==> config.mk <==
export PLATFORM = sky130hd
export DESIGN_NAME = ctrl_sequencer
export DESIGN_NICKNAME = d
export VERILOG_FILES = /design/src/rtl/ctrl_sequencer_pkg.sv /design/src/rtl/ctrl_sequencer_decode.sv /design/src/rtl/ctrl_sequencer.sv
export SDC_FILE = /design/constraint.sdc
export NUM_CORES = 1
export LEC_CHECK = 0
export ABC_CLOCK_PERIOD_IN_PS = 4800
export BUFFER_PORTS_ARGS = -buffer_cell sky130_fd_sc_hd__buf_4
export CORE_MARGIN = 2
export CORE_UTILIZATION = 36
export CTS_CLUSTER_SIZE = 25
export DETAILED_ROUTE_END_ITERATION = 6
export PLACE_DENSITY = 0.84
export SLEW_MARGIN = 40
export SYNTH_ARGS = -nofsm -noshare
export SYNTH_HDL_FRONTEND = slang
export SYNTH_SLANG_ARGS = --single-unit
==> constraint.sdc <==
create_clock -name clock -period 4.8 [get_ports clock]
set_clock_uncertainty 0.2 [all_clocks]
set_input_delay 0.96 -clock clock [delete_from_list [all_inputs] [get_ports clock]]
set_output_delay 0.96 -clock clock [all_outputs]
set_load 0.05 [all_outputs]
==> src/rtl/ctrl_sequencer_pkg.sv <==
// Shared types and constants for the fetch/decode/execute controller.
package ctrl_pkg;

    typedef enum logic [2:0] {
        INIT    = 3'd0,
        FETCH_L = 3'd1,
        FETCH_H = 3'd2,
        EXEC1   = 3'd3,
        EXEC2   = 3'd4,
        HALT    = 3'd5
    } state_t;

    localparam logic [3:0] OPC_LD   = 4'h0;
    localparam logic [3:0] OPC_ST   = 4'h1;
    localparam logic [3:0] OPC_MOVI = 4'h2;
    localparam logic [3:0] OPC_INC  = 4'h3;
    localparam logic [3:0] OPC_DEC  = 4'h4;
    localparam logic [3:0] OPC_CLR  = 4'h5;
    localparam logic [3:0] OPC_BRA  = 4'h6;
    localparam logic [3:0] OPC_ADD  = 4'h7;
    localparam logic [3:0] OPC_HALT = 4'hF;

    localparam logic [3:0] ALU_PASS_A = 4'b0000;
    localparam logic [3:0] ALU_ADD    = 4'b0100;

    localparam logic [1:0] FS_CLR  = 2'b00;
    localparam logic [1:0] FS_LOAD = 2'b01;
    localparam logic [1:0] FS_DEC  = 2'b10;
    localparam logic [1:0] FS_INC  = 2'b11;

    localparam logic [1:0] SRC_ALU  = 2'b00;
    localparam logic [1:0] SRC_MEM  = 2'b01;
    localparam logic [1:0] SRC_IR   = 2'b10;
    localparam logic [1:0] SRC_ARFA = 2'b11;

    // ARF enables and output selects
    localparam logic [3:0] ARF_EN_AR  = 4'b1000;
    localparam logic [3:0] ARF_EN_PC  = 4'b0001;
    localparam logic [1:0] ARF_SEL_AR = 2'b00;
    localparam logic [1:0] ARF_SEL_PC = 2'b11;

    // Full control word driven onto the datapath
    typedef struct packed {
        logic [1:0] outasel;
        logic [1:0] outbsel;
        logic [1:0] funsel_IR;
        logic [1:0] funsel_arf;
        logic [1:0] funsel_rf;
        logic [3:0] funsel_alu;
        logic [3:0] regsel_rf;
        logic [3:0] rf_tsel;
        logic [3:0] regsel_arf;
        logic       wrMEM;
        logic       csMEM;
        logic       IR_enable;
        logic       IR_lh;
        logic [1:0] MUXSelA;
        logic [1:0] MUXSelB;
        logic       MUXSelC;
        logic [2:0] rf_o1sel;
        logic [2:0] rf_o2sel;
    } ctrl_t;

    // Idle control word: memory deselected, nothing enabled
    function automatic ctrl_t idle_ctrl();
        ctrl_t c;
        c       = '0;
        c.csMEM = 1'b1;
        return c;
    endfunction

    // R1..R4 enable mask, R1 on bit 3
    function automatic logic [3:0] rf_onehot(input logic [1:0] r);
        return 4'b1000 >> r;
    endfunction

    function automatic logic is_two_exec(input logic [3:0] opc);
        return (opc == OPC_LD) || (opc == OPC_ST);
    endfunction

    function automatic logic is_legal(input logic [3:0] opc);
        return (opc <= OPC_ADD) || (opc == OPC_HALT);
    endfunction

endpackage

==> src/rtl/ctrl_sequencer_decode.sv <==
// Combinational decode of (state, IR) into the datapath control word.
module ctrl_decode
    import ctrl_pkg::*;
#(
    parameter int CLEAR_RF = 1
) (
    input  state_t      state,
    input  logic [15:0] ir,
    output ctrl_t       ctrl
);

    logic [3:0] opc;
    logic [1:0] rx;
    logic [1:0] ry;

    assign opc = ir[15:12];
    assign rx  = ir[11:10];
    assign ry  = ir[9:8];

    // Control word per state; HALT opcode and undefined opcodes stay idle
    always_comb begin
        ctrl = idle_ctrl();
        case (state)
            INIT: begin
                ctrl.funsel_arf = FS_CLR;
                ctrl.regsel_arf = ARF_EN_PC;
                ctrl.IR_enable  = 1'b1;
                ctrl.funsel_IR  = FS_CLR;
                if (CLEAR_RF != 0) begin
                    ctrl.funsel_rf = FS_CLR;
                    ctrl.regsel_rf = '1;
                    ctrl.rf_tsel   = '1;
                end
            end
            FETCH_L, FETCH_H: begin
                ctrl.outbsel    = ARF_SEL_PC;
                ctrl.csMEM      = 1'b0;
                ctrl.IR_enable  = 1'b1;
                ctrl.funsel_IR  = FS_LOAD;
                ctrl.IR_lh      = (state == FETCH_H);
                ctrl.funsel_arf = FS_INC;
                ctrl.regsel_arf = ARF_EN_PC;
            end
            EXEC1: begin
                case (opc)
                    OPC_LD, OPC_ST: begin
                        ctrl.MUXSelB    = SRC_IR;
                        ctrl.regsel_arf = ARF_EN_AR;
                        ctrl.funsel_arf = FS_LOAD;
                    end
                    OPC_MOVI: begin
                        ctrl.MUXSelA   = SRC_IR;
                        ctrl.funsel_rf = FS_LOAD;
                        ctrl.regsel_rf = rf_onehot(rx);
                    end
                    OPC_INC: begin
                        ctrl.funsel_rf = FS_INC;
                        ctrl.regsel_rf = rf_onehot(rx);
                    end
                    OPC_DEC: begin
                        ctrl.funsel_rf = FS_DEC;
                        ctrl.regsel_rf = rf_onehot(rx);
                    end
                    OPC_CLR: begin
                        ctrl.funsel_rf = FS_CLR;
                        ctrl.regsel_rf = rf_onehot(rx);
                    end
                    OPC_BRA: begin
                        ctrl.MUXSelB    = SRC_IR;
                        ctrl.regsel_arf = ARF_EN_PC;
                        ctrl.funsel_arf = FS_LOAD;
                    end
                    OPC_ADD: begin
                        ctrl.rf_o1sel   = {1'b1, rx};
                        ctrl.rf_o2sel   = {1'b1, ry};
                        ctrl.MUXSelC    = 1'b0;
                        ctrl.funsel_alu = ALU_ADD;
                        ctrl.MUXSelA    = SRC_ALU;
                        ctrl.funsel_rf  = FS_LOAD;
                        ctrl.regsel_rf  = rf_onehot(rx);
                    end
                    default: ;
                endcase
            end
            EXEC2: begin
                case (opc)
                    OPC_LD: begin
                        ctrl.outbsel   = ARF_SEL_AR;
                        ctrl.csMEM     = 1'b0;
                        ctrl.MUXSelA   = SRC_MEM;
                        ctrl.funsel_rf = FS_LOAD;
                        ctrl.regsel_rf = rf_onehot(rx);
                    end
                    OPC_ST: begin
                        ctrl.outbsel    = ARF_SEL_AR;
                        ctrl.csMEM      = 1'b0;
                        ctrl.wrMEM      = 1'b1;
                        ctrl.MUXSelC    = 1'b0;
                        ctrl.rf_o1sel   = {1'b1, rx};
                        ctrl.funsel_alu = ALU_PASS_A;
                    end
                    default: ;
                endcase
            end
            default: ;
        endcase
    end

endmodule

==> src/rtl/ctrl_sequencer.sv <==
// Hardwired fetch/decode/execute controller: state register, next-state
// logic and reset-gated drive of the decoded control word.
module ctrl_sequencer
    import ctrl_pkg::*;
#(
    parameter int CLEAR_RF        = 1,
    parameter int HALT_ON_ILLEGAL = 0
) (
    input  logic        clock,
    input  logic        reset,
    input  logic [15:0] IR_out,
    output logic [1:0]  outasel,
    output logic [1:0]  outbsel,
    output logic [1:0]  funsel_IR,
    output logic [1:0]  funsel_arf,
    output logic [1:0]  funsel_rf,
    output logic [3:0]  funsel_alu,
    output logic [3:0]  regsel_rf,
    output logic [3:0]  rf_tsel,
    output logic [3:0]  regsel_arf,
    output logic        wrMEM,
    output logic        csMEM,
    output logic        IR_enable,
    output logic        IR_lh,
    output logic [1:0]  MUXSelA,
    output logic [1:0]  MUXSelB,
    output logic        MUXSelC,
    output logic [2:0]  rf_o1sel,
    output logic [2:0]  rf_o2sel,
    output logic        halted,
    output logic [2:0]  state_o
);

    state_t     state_q;
    state_t     state_d;
    ctrl_t      dec;
    ctrl_t      drv;
    logic [3:0] opc;

    assign opc = IR_out[15:12];

    ctrl_decode #(
        .CLEAR_RF(CLEAR_RF)
    ) u_decode (
        .state(state_q),
        .ir   (IR_out),
        .ctrl (dec)
    );

    // State register with synchronous reset
    always_ff @(posedge clock) begin
        if (reset) state_q <= INIT;
        else       state_q <= state_d;
    end

    // Next-state sequencing; HALT is left only through reset
    always_comb begin
        state_d = state_q;
        case (state_q)
            INIT:    state_d = FETCH_L;
            FETCH_L: state_d = FETCH_H;
            FETCH_H: state_d = EXEC1;
            EXEC1: begin
                if (opc == OPC_HALT || (!is_legal(opc) && HALT_ON_ILLEGAL != 0))
                    state_d = HALT;
                else if (is_two_exec(opc))
                    state_d = EXEC2;
                else
                    state_d = FETCH_L;
            end
            EXEC2:   state_d = FETCH_L;
            HALT:    state_d = HALT;
            default: state_d = INIT;
        endcase
    end

    // Reset forces idle so an abandoned instruction cannot write in the reset cycle
    always_comb begin
        drv = reset ? idle_ctrl() : dec;
    end

    assign outasel    = drv.outasel;
    assign outbsel    = drv.outbsel;
    assign funsel_IR  = drv.funsel_IR;
    assign funsel_arf = drv.funsel_arf;
    assign funsel_rf  = drv.funsel_rf;
    assign funsel_alu = drv.funsel_alu;
    assign regsel_rf  = drv.regsel_rf;
    assign rf_tsel    = drv.rf_tsel;
    assign regsel_arf = drv.regsel_arf;
    assign wrMEM      = drv.wrMEM;
    assign csMEM      = drv.csMEM;
    assign IR_enable  = drv.IR_enable;
    assign IR_lh      = drv.IR_lh;
    assign MUXSelA    = drv.MUXSelA;
    assign MUXSelB    = drv.MUXSelB;
    assign MUXSelC    = drv.MUXSelC;
    assign rf_o1sel   = drv.rf_o1sel;
    assign rf_o2sel   = drv.rf_o2sel;
    assign halted     = (state_q == HALT);
    assign state_o    = state_q;

endmodule
==> impl_results.md, run 1 <==
- Top-area cell type share of the netlist area: 20.8%
- CTS Hold Bufs: 0
- Post-placement setup slack: ~1200 ps
- RSZ-0062 raised after global routing: false
- Minimum clock period after layout: roughly 3600 ps
- Syn Inst Count: 90
- Slew Viols, Final: 0
- CP most frequent cell: buf_4
- Post-Syn Area: just under 600 µm²
- Cell Chain, Critical Path: buf_4, or3_4, or4_4, a21boi_4, and2_1, buf_4
- Worst path required time: around 3600 ps
- Post_cts resized: 0
- Slowest CP cell: or4_4
- 1st-pass router iterations: 3
- Antenna cell count: 0
- Synth warnings: 0
- Pwr dens: approximately 290 nW/µm²
- Mapped Avg Cell Area: between 6 and 7 µm²
- Worst setup EP type: output port
- Buf+Inv Stages, Crit Path: 2
- Total CTS buffers: 3
- # port buffers: 44
- Drt total wl: ~1500 µm
- Area growth syn-to-layout: 45.1%
- Largest net degree at the start of global routing: 11
- Final critical-path share of the clock period: about three quarters
- Maximum fanout along the worst path: 8
- Core Area: 1510 µm²
- Clock Sink Count: 3
- Setup CP Type: input port to output port
- Clock Tree Root: clkbuf_4
- Top delay family on crit path: simple AND/OR/NAND/NOR gates
- # DRC: 0
- Number of max-cap violations: 0
- Routed via count: just under 700
- Skew-Pair Late Insertion Delay: 230 ps
- Cell taking the most area after synthesis: buf_4
- VDD IR max: ~170 µV
- Initial antenna violation count: 0
- Clock buffer depth: 2
- CP startpoint: IR_out[13]
- DR WL/cell: around 11 µm
- Commonest non-fill, non-tap cell in the layout: buf_4
- GRT Total Usage: 14.9%
- Startpoint Class: input port
- Status: finished, final reports clean
- Die height: 44.0 µm
- First-pass GRT wire length: around 2300 µm
- Setup violations, final: 0
- Final Hold Vio Count: 0
- Reg2reg start: state_o[1]$_SDFF_PP0_
- Hold crit path type: flop to flop
- Dominant cells by area after synthesis: buf_4 21%, dfxtp_1 10%, nor2_1 9.1%
- First-iteration detailed-routing DRC count: 19
- Die area: 1940 µm²
- Slowest stage delay, CP: ~460 ps
- Leakage power: about 0.43 nW
- H-tree level count: 1
- Clock Pin Slew Worst Setup and Hold Paths: around 40 ps
- Most frequent cells in the layout: 44 x buf_4, 14 x nor2_1, 10 x conb_1
- Synth Register Bits: 3
- Total power: 0.240 mW
- Post-DRT Antenna Nets: 0
- Final Worst Setup Slack: 1180 ps
- Crit path DAT: between 2000 and 2500 ps
- # rows: 14
- Num ports: between 60 and 70
- Vias per cell: 4.87
- Vias in the first global route: ~570
- Hold_sp: state_o[1]$_SDFF_PP0_
- Post-CTS setup buffer count: 0
- Netlist cell types: 30
- Register area share after synthesis: between 10% and 20%
- CTS tree: done
- RD Place Congestion: slightly above 0.8
- Remaining Overflow, GRT: 0
- Max reg flops: 3
- Setup TNS: 0 ps
- Post-DP HPWL: between 1000 and 1500 µm
- Initial core utilization: between 30% and 40%
- Share of cells above drive strength 1: 40.8%
- Die width: 44.0 µm
- Fmax: ~280 MHz
- Number of nets in the layout: 144
[cell type report]
type,instances,area (µm²)
fill,163,669
multi-input combinational,71,389
timing repair buffer,44,330
sequential,3,60.1
clock buffer,4,26.3
tap,16,20.0
inverter,3,11.3
[report_power, final]
group	switching, mW	leakage [nW]	total (mW)	internal, mW
Combinational	0.121	0.395	0.163	0.0422
Clock	0.0133	0.0150	0.0444	0.0312
Sequential	0.00536	0.0248	0.0329	0.0275
Total	0.140	0.435	0.240	0.101
[kinds of logic (layout without fill, tap and decap cells)]
logic type	Yosys count	after routing	synth area share, %
flops	3	3	10.4
buf+inv	25	51	28.0
simple gates	45	45	41.0
other cells	1	10	0.650
xor+xnor	1	1	1.52
compound gates	15	15	18.4
[routing by layer]
metal  wire [µm]  global-route usage, %
met1         600                   17.7
met2         700                   25.6
met3         173                   6.12
met4           8                   2.42
met5           0                      0
[synthesized netlist by cell type]
| cell | n |
|---|---|
| buf_4 | 16 |
| nor2_1 | 14 |
| nand2_1 | 7 |
| and2_1 | 6 |
| a21oi_1 | 5 |
| clkbuf_1 | 5 |
| dfxtp_1 | 3 |
| inv_1 | 3 |
| nor3_1 | 3 |
| nand3b_1 | 2 |
| nor2b_1 | 2 |
| nor4_1 | 2 |
| o21ai_0 | 2 |
| o22ai_1 | 2 |
| o41ai_1 | 2 |
| or3_1 | 2 |
| a211oi_1 | 1 |
| a21boi_4 | 1 |
| a21o_1 | 1 |
| and3_1 | 1 |
| buf_6 | 1 |
| conb_1 | 1 |
| nand2b_1 | 1 |
| nand3_1 | 1 |
| nand4_1 | 1 |
| o31ai_1 | 1 |
| or2_2 | 1 |
| or3_4 | 1 |
| or4_4 | 1 |
| xnor2_1 | 1 |
[final timing paths]
kind	to	cells after the start	slack, ps
hold / removal	state_o[2]$_SDFF_PP0_	2	410
setup reg to reg	state_o[2]$_SDFF_PP0_	2	3660
hold reg to reg	state_o[2]$_SDFF_PP0_	2	410
setup / recovery	rf_o1sel[1]	6	1180
[worst reg2reg max path, stage by stage, from the launching register on]
cell      delay (ps)
dfxtp_1          460
nand2b_1         260
a211oi_1         100
[per-stage QoR]
stage / hold WS (ps) / util, % / instances / instance area [µm²]
CTS: 409 / 55.6 / 141 / 837
finish: 410 / 55.6 / 141 / 837
global route: 440 / 55.6 / 141 / 837
detailed placement: 405 / 53.8 / 137 / 811
floorplan: 670 / - / 99 / 611
global placement: 395 / 53.8 / 137 / 811
(Power assumes the default switching activity.)
==> run 2, diff against run 1 <==
Settings changed: ABC_AREA set to 1, ABC_CLOCK_PERIOD_IN_PS 4800 to 3050, CORE_ASPECT_RATIO set to 0.7, CORE_UTILIZATION 36 to 33, PLACE_DENSITY 0.84 to 0.76.
Clock period 4.8 ns to 3.05 ns, I/O delays scaled along.
==> run 2 against run 1 <==
Compared with the run above:
- non-clock buffer count unchanged
- sequential share of layout area down 1.1 points
- clock-buffer cell count stayed put
- global-route usage fell by 0.12 points
- final cell count increased by 31%
- sequential power increased by 47%
- total power is 42% higher
- design area grew 18%
- via count is 23% higher
- synthesized area rose by 19%
- core utilization fell by 3.6 points
- critical path type unchanged
- critical endpoint is now regsel_rf[2]
==> impl_results.md, run 2 <==
- Register area share after synthesis: around 9%
- Clock buffer depth: 2
- Startpoint Class: input port
- Area growth syn-to-layout: 44.3%
- Cell Area, Placed: 963 µm²
- Netlist cell types: 22
- DR WL/cell: approximately 10 µm
- Leakage power: between 0.5 and 0.6 nW
- Compound-Gate Fraction of Synth Area: between 8 and 9%
- Slowest CP cell: nor2_1
- Cell taking the most area after synthesis: buf_4
- Number of max-cap violations: 0
- Post-CTS setup buffer count: 0
- Post-placement setup slack: approximately 550 ps
- RD Place Congestion: approximately 0.8
- Status: finished, final reports clean
- Reg2Reg Setup Slack: roughly 1800 ps
- Maximum fanout along the worst path: 4
- H-tree level count: 1
- Drt total wl: 1850 µm
- Initial core utilization: 36.0%
- # rows: 13
- Hold crit path type: flop to flop
- CTS Hold Bufs: 0
- Post-DRT Antenna Nets: 0
- Antenna cell count: 0
- Minimum clock period after layout: ~2500 ps
- Setup violations, final: 0
- Die height: between 40 and 50 µm
- Total CTS buffers: 3
- Post_cts resized: 0
- Crit path DAT: between 1500 and 2000 ps
- Post-layout instance area: 990 µm²
- 1st-pass router iterations: 4
- First-pass GRT wire length: just under 3000 µm
- Share of cells above drive strength 1: approximately two fifths
- Die area: 2460 µm²
- Worst path required time: approximately 2200 ps
- Most frequent cells in the layout: 44 x buf_4, 20 x nand2_1, 20 x inv_1
- Initial antenna violation count: 0
- Dominant cells by area after synthesis: buf_4 18%, inv_1 11%, nand2_1 11%
- Synth Register Bits: 3
- Fmax: roughly 400 MHz
- Largest family of logic cells by synthesized area: simple AND/OR/NAND/NOR gates
- Largest net degree at the start of global routing: 9
- First-iteration detailed-routing DRC count: 14
- Adder-cell share of the synthesized area: 0%
- Synth warnings: 0
- Num ports: between 60 and 70
- Number of nets in the layout: around 180
- Mapped Avg Cell Area: ~5.6 µm²
- Cell Chain, Critical Path: buf_4, nor2_4, inv_1, nor2_1, nand3_1, nand3_1, nand2_1, inv_1, buf_4
- Synth Area in Simple Gates: between 50 and 60%
- Vias in the first global route: about 700
- Setup TNS: 0 ps
- Clock Sink Count: 3
- Post-synth top cells: 20 x inv_1, 20 x nand2_1, 17 x nor2_1
- Post-DP HPWL: roughly 1600 µm
- Final Worst Setup Slack: between 500 and 600 ps
- Routed via count: approximately 850
- Buf+Inv Stages, Crit Path: 4
- Top delay family on crit path: simple AND/OR/NAND/NOR gates
- Clock Pin Slew Worst Setup and Hold Paths: 40 ps
- Main synth FF type: dfxtp_1
- Core Area: between 1500 and 2000 µm²
- Post-Syn Area: 686 µm²
- Core Util, Final: 52.0%
- Mux cell area share after synthesis: 0%
- Number of synthesized flops with an enable pin: 0
- Syn Inst Count: between 100 and 150
- CTS tree: done
- Skew-Pair Late Insertion Delay: roughly 240 ps
- Slowest stage delay, CP: 210 ps
- GRT Total Usage: 14.8%
- # port buffers: 44
- Pwr dens: around 340 nW/µm²
- # DRC: 0
- Setup CP Type: input port to output port
- Commonest non-fill, non-tap cell in the layout: buf_4
- VDD IR max: approximately 270 µV
- Worst setup EP type: output port
- Remaining Overflow, GRT: 0
- RSZ-0062 raised after global routing: false
- Xor and xnor area share after synthesis: 0%
- Slew Viols, Final: 0
- Final critical-path share of the clock period: approximately four fifths
- Top-area cell type share of the netlist area: between 10% and 20%
- Vias per cell: about 4.6
- Ys async rst share: 0%
- Clock Tree Root: clkbuf_4
- Worst Hold Margin: around 370 ps
- Die width: 58.5 µm
- Final Hold Vio Count: 0
- Max reg flops: 3
## run 2: changes by cell type after synthesis, moves of 3 or more
| cell | change |
|---|---|
| inv_1 | +17 |
| nand2_1 | +13 |
| nand3_1 | +11 |
| and2_1 | -6 |
| nor2_4 | +6 |
| clkbuf_1 | -5 |
| nor2_2 | +4 |
| inv_2 | +3 |
| nand2_2 | +3 |
| nor2_1 | +3 |
| o21ai_0 | +3 |
## run 2: worst register-to-register path, stage by stage (launching register included)
cell and delay [ps]:
dfxtp_1 470, nand2_1 180, nor2_4 200, a21oi_1 90, nor2_1 80
## run 2: worst paths after layout
path                            cells past startpoint                   from               endpoint
worst min-delay path                                2  state_o[1]$_SDFF_PP0_  state_o[0]$_SDFF_PP0_
worst max-delay path                                9             IR_out[14]           regsel_rf[2]
worst max register to register                      4  state_o[0]$_SDFF_PP0_  state_o[2]$_SDFF_PP0_
worst min register to register                      2  state_o[1]$_SDFF_PP0_  state_o[0]$_SDFF_PP0_
## run 2: per-stage QoR
step,power (mW),cells
6_report,0.341,185
5_1_grt,0.359,185
4_1_cts,0.343,185
3_5_place_dp,0.271,181
3_3_place_gp,0.268,181
2_1_floorplan,0.229,131
## run 2: cell type report
cell class                      instances  area, µm²
Sequential cell                         3       60.1
Timing Repair Buffer                   44        330
Inverter                               23       86.3
Tap cell                               22       27.5
Multi-Input combinational cell         89        459
Fill cell                             194        913
Clock buffer                            4       26.3
## run 2: metal layers
| layer | vias up | track usage [%] | wire (µm) | share of wire [%] |
|---|---|---|---|---|
| met3 | 2 | 2.78 | 140 | 7.6 |
| li1 | 435 | - | - | - |
| met2 | 34 | 23.4 | 912 | 49 |
| met5 | - | 0 | 0 | 0 |
| met1 | 376 | 19.7 | 778 | 42 |
| met4 | 0 | 5.58 | 14 | 0.76 |
## run 2: cells by family (layout without fill, tap and decap cells)
family                 Yosys count  after routing
buffers and inverters           39             71
AOI/OAI and AO/OA               11             11
DFF                              3              3
other                            1             10
and+or+nand+nor                 68             68
## run 2: power breakdown
group          internal [mW]  total (mW)  switching (mW)
sequential            0.0423      0.0483         0.00601
clock                 0.0491      0.0705          0.0214
combinational         0.0546       0.222           0.168
total                  0.146       0.341           0.195
